<file path="src/rtl/ndro_bank.sv">
`default_nettype none
// ============================================================================
// Module   : ndro_bank
// Purpose  : WIDTH-channel NDRO/DRO storage bank with parallel readout,
//            post-read hold-window and set/clr collision checking.
// Revision : 1.0  initial release
// ============================================================================
module ndro_bank #(
    parameter int WIDTH       = 4,
    parameter int GUARD       = 2,
    parameter int DESTRUCTIVE = 0,
    parameter int CNT_W       = 8
) (
    input  logic             clk,
    input  logic             reset_n,
    input  logic [WIDTH-1:0] set,
    input  logic [WIDTH-1:0] clr,
    input  logic             read,
    input  logic             viol_clr,
    output logic [WIDTH-1:0] out,
    output logic             out_valid,
    output logic [WIDTH-1:0] viol,
    output logic [CNT_W-1:0] viol_cnt
);

    localparam int               c_guard_w    = (GUARD > 0) ? $clog2(GUARD + 1) : 1;
    localparam logic [c_guard_w-1:0] c_guard_load = c_guard_w'(GUARD);
    localparam logic [CNT_W-1:0] c_cnt_max    = '1;

    logic [WIDTH-1:0]     r_state;
    logic [c_guard_w-1:0] r_guard;

    logic                 w_guard_act;
    logic [WIDTH-1:0]     w_flag;
    logic [WIDTH-1:0]     w_set_ok;
    logic [WIDTH-1:0]     w_clr_ok;
    logic [WIDTH-1:0]     w_base;
    logic [WIDTH-1:0]     w_state_nxt;
    logic                 w_any_flag;

    // Events sharing a cycle with a read land after the sample and are legal.
    assign w_guard_act = (r_guard != '0) && !read;

    always_comb begin
        w_flag      = (set & clr) | ((set | clr) & {WIDTH{w_guard_act}});
        w_set_ok    = set & ~clr & ~{WIDTH{w_guard_act}};
        w_clr_ok    = clr & ~set & ~{WIDTH{w_guard_act}};
        w_base      = (read && (DESTRUCTIVE != 0)) ? '0 : r_state;
        w_state_nxt = (w_base | w_set_ok) & ~w_clr_ok;
        w_any_flag  = |w_flag;
    end

    always_ff @(posedge clk or negedge reset_n) begin
        if (!reset_n) begin
            r_state   <= '0;
            r_guard   <= '0;
            out       <= '0;
            out_valid <= 1'b0;
        end else begin
            r_state   <= w_state_nxt;
            out_valid <= read;
            if (read) begin
                out     <= r_state;
                r_guard <= c_guard_load;
            end else if (r_guard != '0) begin
                r_guard <= r_guard - c_guard_w'(1);
            end
        end
    end

    always_ff @(posedge clk or negedge reset_n) begin
        if (!reset_n) begin
            viol     <= '0;
            viol_cnt <= '0;
        end else if (viol_clr) begin
            viol     <= w_flag;
            viol_cnt <= w_any_flag ? CNT_W'(1) : '0;
        end else begin
            viol <= viol | w_flag;
            if (w_any_flag && (viol_cnt != c_cnt_max))
                viol_cnt <= viol_cnt + CNT_W'(1);
        end
    end

endmodule
`default_nettype wire
</file>
<file path="config.mk">
export PLATFORM = sky130hd
export DESIGN_NAME = ndro_bank
export DESIGN_NICKNAME = d
export VERILOG_FILES = /design/src/rtl/ndro_bank.sv
export SDC_FILE = /design/constraint.sdc
export NUM_CORES = 1
export LEC_CHECK = 0
export BUFFER_PORTS_ARGS = -buffer_cell sky130_fd_sc_hd__buf_2
export CORE_AREA = 2 2 49 51
export CTS_CLUSTER_DIAMETER = 40
export DETAILED_ROUTE_END_ITERATION = 10
export DIE_AREA = 0 0 51 53
export PLACE_DENSITY_LB_ADDON = 0.25
export SYNTH_ARGS = -nofsm -noshare
export SYNTH_HDL_FRONTEND = slang
export SYNTH_SLANG_ARGS = --single-unit
</file>
<file path="constraint.sdc">
create_clock -name clk -period 5.22 [get_ports clk]
set_clock_uncertainty 0.1 [all_clocks]
set_input_delay 1.044 -clock clk [delete_from_list [all_inputs] [get_ports clk]]
set_output_delay 1.044 -clock clk [all_outputs]
set_load 0.005 [all_outputs]
</file>
Yosys cells after proc, flatten, opt, wreduce, memory -nomap -nowiden --
Index checks and enable logic that the tools add are counted.
Word-level totals: bits in registers 23, input bits 12, output and inout bits 17, logic and storage cells 37
Operators by class: $add $sub $neg 2, equality and inequality tests 1, mux-type cells 6, bitwise gates (word level) 15, reductions and logical operators 7
Operators by type and width (number):
- bitwise AND 4 bit | 7
- two-way mux 8 bit | 2
- NOT 4 bit | 4
- bitwise OR 4 bit | 4
- adder 8 x 1 -> 8 bit (second input constant) | 1
- != test 8 bit (second input constant) | 1
- nonzero test 2 bit | 3
- two-way mux 2 bit | 2
- two-way mux 4 bit | 1
- OR reduction 4 bit | 1
- logical AND 1 bit | 2
- subtractor 2 x 1 -> 2 bit (second input constant) | 1
- zero test 1 bit | 1
- two-way mux 1 bit | 1

Longest topological paths before layout --
Gate-level depths: netlist (run 1).
word-level depth 8, gate-level depth with buffers 9

Worst setup path before layout (run 1) --
No wires, ideal clock.
kind input-to-reg, start point input read, end point register viol_cnt[6], arrival 2372 ps, path slack 2623 ps, stages on the path 8, path buffers 3, cells stage by stage buf_6 -> or2_1 -> buf_6 -> a21oi_2 -> o32ai_2 -> buf_6 -> nor3_1 -> mux2_2
Between the ends: cells in the longest elaborated chain, start to end 7
RTL lines:
- from (decl) | RTL line 18 | input logic read,
- zero test 1 bit | RTL line 42 | assign w_guard_act = (r_guard != '0) && !read;
- logical AND 1 bit | RTL line 42
- bitwise AND 4 bit | RTL line 45 | w_flag = (set & clr) | ((set | clr) & {WIDTH{w_guard_act}});
- bitwise OR 4 bit | RTL line 45
- OR reduction 4 bit | RTL line 50 | w_any_flag = |w_flag;
- logical AND 1 bit | RTL line 80 | if (w_any_flag && (viol_cnt != c_cnt_max))
- nonzero test 2 bit (no line)
- to (signal assigned) | RTL line 77 | viol_cnt <= w_any_flag ? CNT_W'(1) : '0;
- to (signal assigned) | RTL line 81 | viol_cnt <= viol_cnt + CNT_W'(1);
- to (decl) | RTL line 23 | output logic [CNT_W-1:0] viol_cnt
No other way between the ends. A chain may end at the register's enable or synchronous reset.

Final worst setup path (run 1) --
start point input read, end point register viol_cnt[7]
Same word-level chain as after synthesis.

==> flow_summary.toml, run 1 <==
[clock_tree]
cts_tree = "built"
cts_resized = 0
clock-root-buffer = "clkbuf_4"
cts_setup_buffers = 0
htreeDepth = 1
cts_buffers = 3
clkLatencyLatePin_ps = 300
clk_pin_slew_ps = 130
cts.sinks = 23
cts_buffer_depth = 2
cts_hold_buf = 0

[critical_path]
crit_type = "in2reg"
cp_max_fo = 13
crit_path_top_delay_cell = "mux2_2"
worstSetupStartpointType = "input port"
slowest_delay_ps = 370
path_cells = "buf_2 -> or2_1 -> a21oi_2 -> o32ai_2 -> nor4_1 -> mux2_2"
path_delay_family = "simple AND/OR/NAND/NOR gates"
cp.arrival_ps = 2550
worstPathRequired_ps = 5320
cp-end-kind = "flip-flop"
timing.critical_path.buf_inv = 1

[global_route]
grt_max_degree = 24
grt_antenna_before_repair = 0
grtUsageTotal = 0.173
grt-ovfl-total = 0
grt_pass1_vias = 826
grt_pass1_wl_um = 3530

[yosys]
synth_nets = 127
syn_area_mm2 = 0.00112
yosys_register_bits = 23
syn_inst = 113
ys_warn_count = 0
ys_seq_area_frac = 0.515
synth.distinct_cells = 28
postSynthAreaPerCell_um2 = 9.90

[die]
io_pins = 29
design.core.area_mm2 = 0.00215
die_h_um = 53
start_util = 0.521
dieWidth_um = 51
die_area_mm2 = 0.00270
num_rows = 17

[drt]
vias = 928
drtIter0Drc = 9
ant_nets = 0
drt-total-wl_um = 2020
via_per_inst = 5.49
drc = 0
wl_per_cell_um = 12.0
dr.pass1.iters = 4

[sta]
tightest_slew_ps = 706
rsz0062_at_grt = "false"
hold_viol = 0
fin_tns_setup_ps = 0
min_period_ps = 2450
report.final.setup_viol = 0
min_period_over_period = 0.469
max_freq_mhz = 409
finalMaxSlewViolations = 0
slew_headroom = 0.530

[layout]
finalNetCount = 156
antenna_cells = 0
register_area_um2 = 576
fin_area_mm2 = 0.00128
fill_cells = 217
areaGrowthSynthToFinish_pct = 14.8
mostFrequentLayoutCells = "buf_2 (28), dfrtp_1 (23), nor2_1 (19)"
multi_input_area_um2 = 475
final_common_cell = "buf_2"
layout-drive-gt1-share = 0.305

[power_and_ir_drop]
power_leakage_nw = 0.618
power_density_mw_per_mm2 = 354
ir_worst_vdd_mv = 0.202

[placed_design]
dp.final_hpwl_um = 1570
port_buffers = 28
placed_cell_area_mm2 = 0.00126
gp_congestion = 0.771

[flow_run]
drv_cap = 0

[status]
status = "completed"

[min_path]
hold_path.class = "reg2reg"
## worst reg2reg max path, delay by kind of cell (launching register included)
kind	cells	cell delay, ps
compound gates	2	370
buf+inv	1	50
flops	1	380
simple gates	2	600
fa+ha+maj	1	250
mux	1	370
## area by class of cell
class,count,share of cell area
timing repair buffer,28,0.109
inverter,8,0.0234
sequential,23,0.448
clock buffer,3,0.0175
clock inverter,1,0.00390
multi-input combinational,78,0.370
tap,28,0.0273
## cell usage after synthesis (all sizes together)
cell	instances	share of area
or2	1	0.0056
a21oi	14	0.069
nand3	4	0.018
clkbuf	1	0.0034
mux2	6	0.060
nor2b	1	0.0056
o22ai	4	0.022
xor2	1	0.0078
nand3b	1	0.0067
o211ai	1	0.0067
a211o	1	0.0089
mux2i	1	0.0089
o21ai	4	0.018
nor2	19	0.064
o32ai	1	0.015
inv	8	0.027
buf	3	0.030
nor4	3	0.017
or4	1	0.0067
ha	2	0.022
dfrtp	23	0.51
a22oi	2	0.013
o31ai	1	0.0067
nor3	1	0.0045
or3	3	0.018
nand2	6	0.020
## routing by layer
metal  GRT usage  share of wire  vias to the layer above
met5           0              0                        -
met2       0.312           0.51                       26
li1            -              -                      458
met4      0.0676         0.0079                        0
met3      0.0254          0.043                        2
met1       0.208           0.44                      442
## per-stage QoR
step / utilization / cells / worst slack (ps) / hold slack, ps / power (mW)
2_1_floorplan: - / 113 / 2620 / 361 / 0.337
5_1_grt: 0.598 / 169 / 2650 / 441 / 0.493
4_1_cts: 0.598 / 169 / 2760 / 408 / 0.462
3_3_place_gp: 0.585 / 165 / 2470 / 370 / 0.374
3_5_place_dp: 0.585 / 165 / 2420 / 379 / 0.381
6_report: 0.598 / 169 / 2770 / 404 / 0.455
## logic make-up (layout without fill, tap and decap cells)
group                    after synthesis  count (layout)  synth area share
XOR/XNOR                               1               1           0.00783
AND/OR/NAND/NOR                       40              40             0.166
buffers and inverters                 12              40            0.0604
AO/OA/AOI/OAI                         28              28             0.160
flip-flops                            23              23             0.515
adder cells (fa/ha/maj)                2               2            0.0224
multiplexers                           7               7            0.0693
## path summary, 6_finish.rpt
check | start | to | slack [ps] | depth (start not counted)
worst max-delay path | read | viol_cnt[7] | 2770 | 6
worst min-delay path | r_guard[1] | r_guard[1] | 400 | 1
worst max register to register | r_guard[0] | viol_cnt[7] | 3020 | 7
worst min register to register | r_guard[1] | r_guard[1] | 400 | 1
max in group asynchronous | reset_n | r_guard[1] | 4080 | 1
min in group asynchronous | reset_n | viol_cnt[7] | 590 | 1
## power breakdown
part	internal, mW	switching [mW]	total [mW]
clock	0.0285	0.0518	0.0803
combinational	0.0636	0.0703	0.134
sequential	0.215	0.0258	0.241
total	0.307	0.148	0.455
## sequential cells by signal (all words and copies together), names as in the netlist
| signal | cells |
|---|---|
| r_guard | 2 |
| viol | 4 |
| r_state | 4 |
| out_valid | 1 |
| out | 4 |
| viol_cnt | 8 |
Note: power is estimated with default switching activity, not from simulation.
==> run 2: changes to the inputs <==
--- a/config.mk
+++ b/config.mk
@@ -6,10 +6,10 @@
 export NUM_CORES = 1
 export LEC_CHECK = 0
 export BUFFER_PORTS_ARGS = -buffer_cell sky130_fd_sc_hd__buf_2
-export CORE_AREA = 2 2 49 51
+export CORE_AREA = 2 2 64 42
 export CTS_CLUSTER_DIAMETER = 40
 export DETAILED_ROUTE_END_ITERATION = 10
-export DIE_AREA = 0 0 51 53
+export DIE_AREA = 0 0 66 44
 export PLACE_DENSITY_LB_ADDON = 0.25
 export SYNTH_ARGS = -nofsm -noshare
 export SYNTH_HDL_FRONTEND = slang
==> constraint.sdc (replaced) <==
create_clock -name clk -period 2.4 [get_ports clk]
set_clock_uncertainty 0.1 [all_clocks]
set_input_delay 0.48 -clock clk [delete_from_list [all_inputs] [get_ports clk]]
set_output_delay 0.48 -clock clk [all_outputs]
set_load 0.005 [all_outputs]
==> run 2 against run 1 <==
Net effect: clock-buffer cell count increased by 1; cell count rose by 3.0%; worst hold slack got worse by 320 ps; largest cell class unchanged; highest routed layer is now met3.
==> flow_summary.toml, run 2 (synthesis results as in run 1) <==
[global_route]
grt_antenna_before_repair = 0
grt-ovfl-total = 0
grt_pass1_wl_um = 3800
grt_pass1_vias = 840
grt_max_degree = 24
grtUsageTotal = 0.174

[clock_tree]
cts_hold_buf = 0
cts_buffer_depth = 2
htreeDepth = 1
clock-root-buffer = "clkbuf_8"
clkLatencyLatePin_ps = 260
cts_resized = 0
cts_tree = "built"
cts_buffers = 3
cts.sinks = 23
clk_pin_slew_ps = 70
cts_setup_buffers = 0

[die]
num_rows = 14
die_area_mm2 = 0.00290
io_pins = 29
start_util = 0.477
design.core.area_mm2 = 0.00235
dieWidth_um = 66
die_h_um = 44

[drt]
wl_per_cell_um = 12.6
via_per_inst = 5.36
vias = 933
ant_nets = 0
drt-total-wl_um = 2200
drc = 0
drtIter0Drc = 41
dr.pass1.iters = 4

[placed_design]
port_buffers = 28
dp.final_hpwl_um = 1680
gp_congestion = 0.822

[sta]
fin_tns_setup_ps = 0
finalMaxSlewViolations = 0
min_period_ps = 2240
min_period_over_period = 0.934
slew_headroom = 0.488
report.final.setup_viol = 0
rsz0062_at_grt = "false"
tightest_slew_ps = 767
max_freq_mhz = 446
hold_viol = 0

[critical_path]
timing.critical_path.buf_inv = 1
rr_worst_depth = 7
path_delay_family = "simple AND/OR/NAND/NOR gates"
crit_type = "reg2reg"
worst-path-stages = 7
crit_path_top_delay_cell = "dfrtp_1"
rrSetupSlack_ps = 160
cp-end-kind = "flip-flop"
cp.arrival_ps = 2290
slowest_delay_ps = 370
worstSetupStartpointType = "flip-flop"
path_cells = "inv_1 -> ha_1 -> or2_1 -> a21oi_2 -> o32ai_2 -> nor4_1 -> mux2_2"
cp_max_fo = 13
worstPathRequired_ps = 2440

[layout]
layout-drive-gt1-share = 0.303
largest_register_ffs = 8
fill_cells = 225
areaGrowthSynthToFinish_pct = 17.4
finalNetCount = 157
register_area_um2 = 576
final_common_cell = "buf_2"
top_register = "viol_cnt"
multi_input_area_um2 = 475
mostFrequentLayoutCells = "buf_2 (28), dfrtp_1 (23), nor2_1 (19)"
antenna_cells = 0
postLayoutCoreUtil = 0.560

[min_path]
hold_path.class = "in2async"

[power_and_ir_drop]
ir_worst_vdd_mv = 0.413
power_density_mw_per_mm2 = 804
power_leakage_nw = 0.628

[flow_run]
drv_cap = 0

[status]
status = "completed"
run 2: changes by cell type in the layout (fill, tap and decap cells not counted):
cell / previous run / this run
clkbuf_4: 3 / 0
clkbuf_8: 0 / 3
buf_4: 0 / 1
clkbuf_1: 0 / 1
clkinv_2: 1 / 0
run 2: layout make-up:
cell class                 instances  area share
sequential                        23       0.438
multi-input combinational         78       0.362
timing repair buffer              29       0.112
clock buffer                       4      0.0343
tap                               32      0.0305
inverter                           8      0.0229
run 2: final timing paths:
| path | start | to |
|---|---|---|
| max reg2reg | r_guard[0] | viol_cnt[7] |
| min reg2reg | r_guard[1] | r_guard[1] |
| max in group asynchronous | reset_n | viol_cnt[7] |
| min in group clk | set[3] | r_state[3] |
| max | r_guard[0] | viol_cnt[7] |
| min | reset_n | viol_cnt[1] |
run 2: per-layer routing:
metal	routed length, um	track usage	up-vias	share of wire
met4	0	0.0367	0	0
met1	1090	0.253	436	0.50
met5	0	0	-	0
li1	-	-	458	-
met3	177	0.0545	0	0.081
met2	926	0.257	39	0.42
run 2: per-stage QoR:
stage	worst slack [ps]	std cells	power [mW]	hold WS (ps)	cell area, um2
finish	158	174	1.06	83.7	1310
global route	33.6	174	1.15	119	1310
CTS	156	174	1.07	101	1310
detailed placement	165	170	0.836	385	1270
global placement	252	170	0.819	369	1270
floorplan	353	113	0.732	84.4	1120
run 2: power breakdown:
group,total (mW),switching (mW),internal (mW)
combinational,0.302,0.162,0.140
clock,0.230,0.112,0.118
sequential,0.524,0.0566,0.468
total,1.06,0.330,0.726
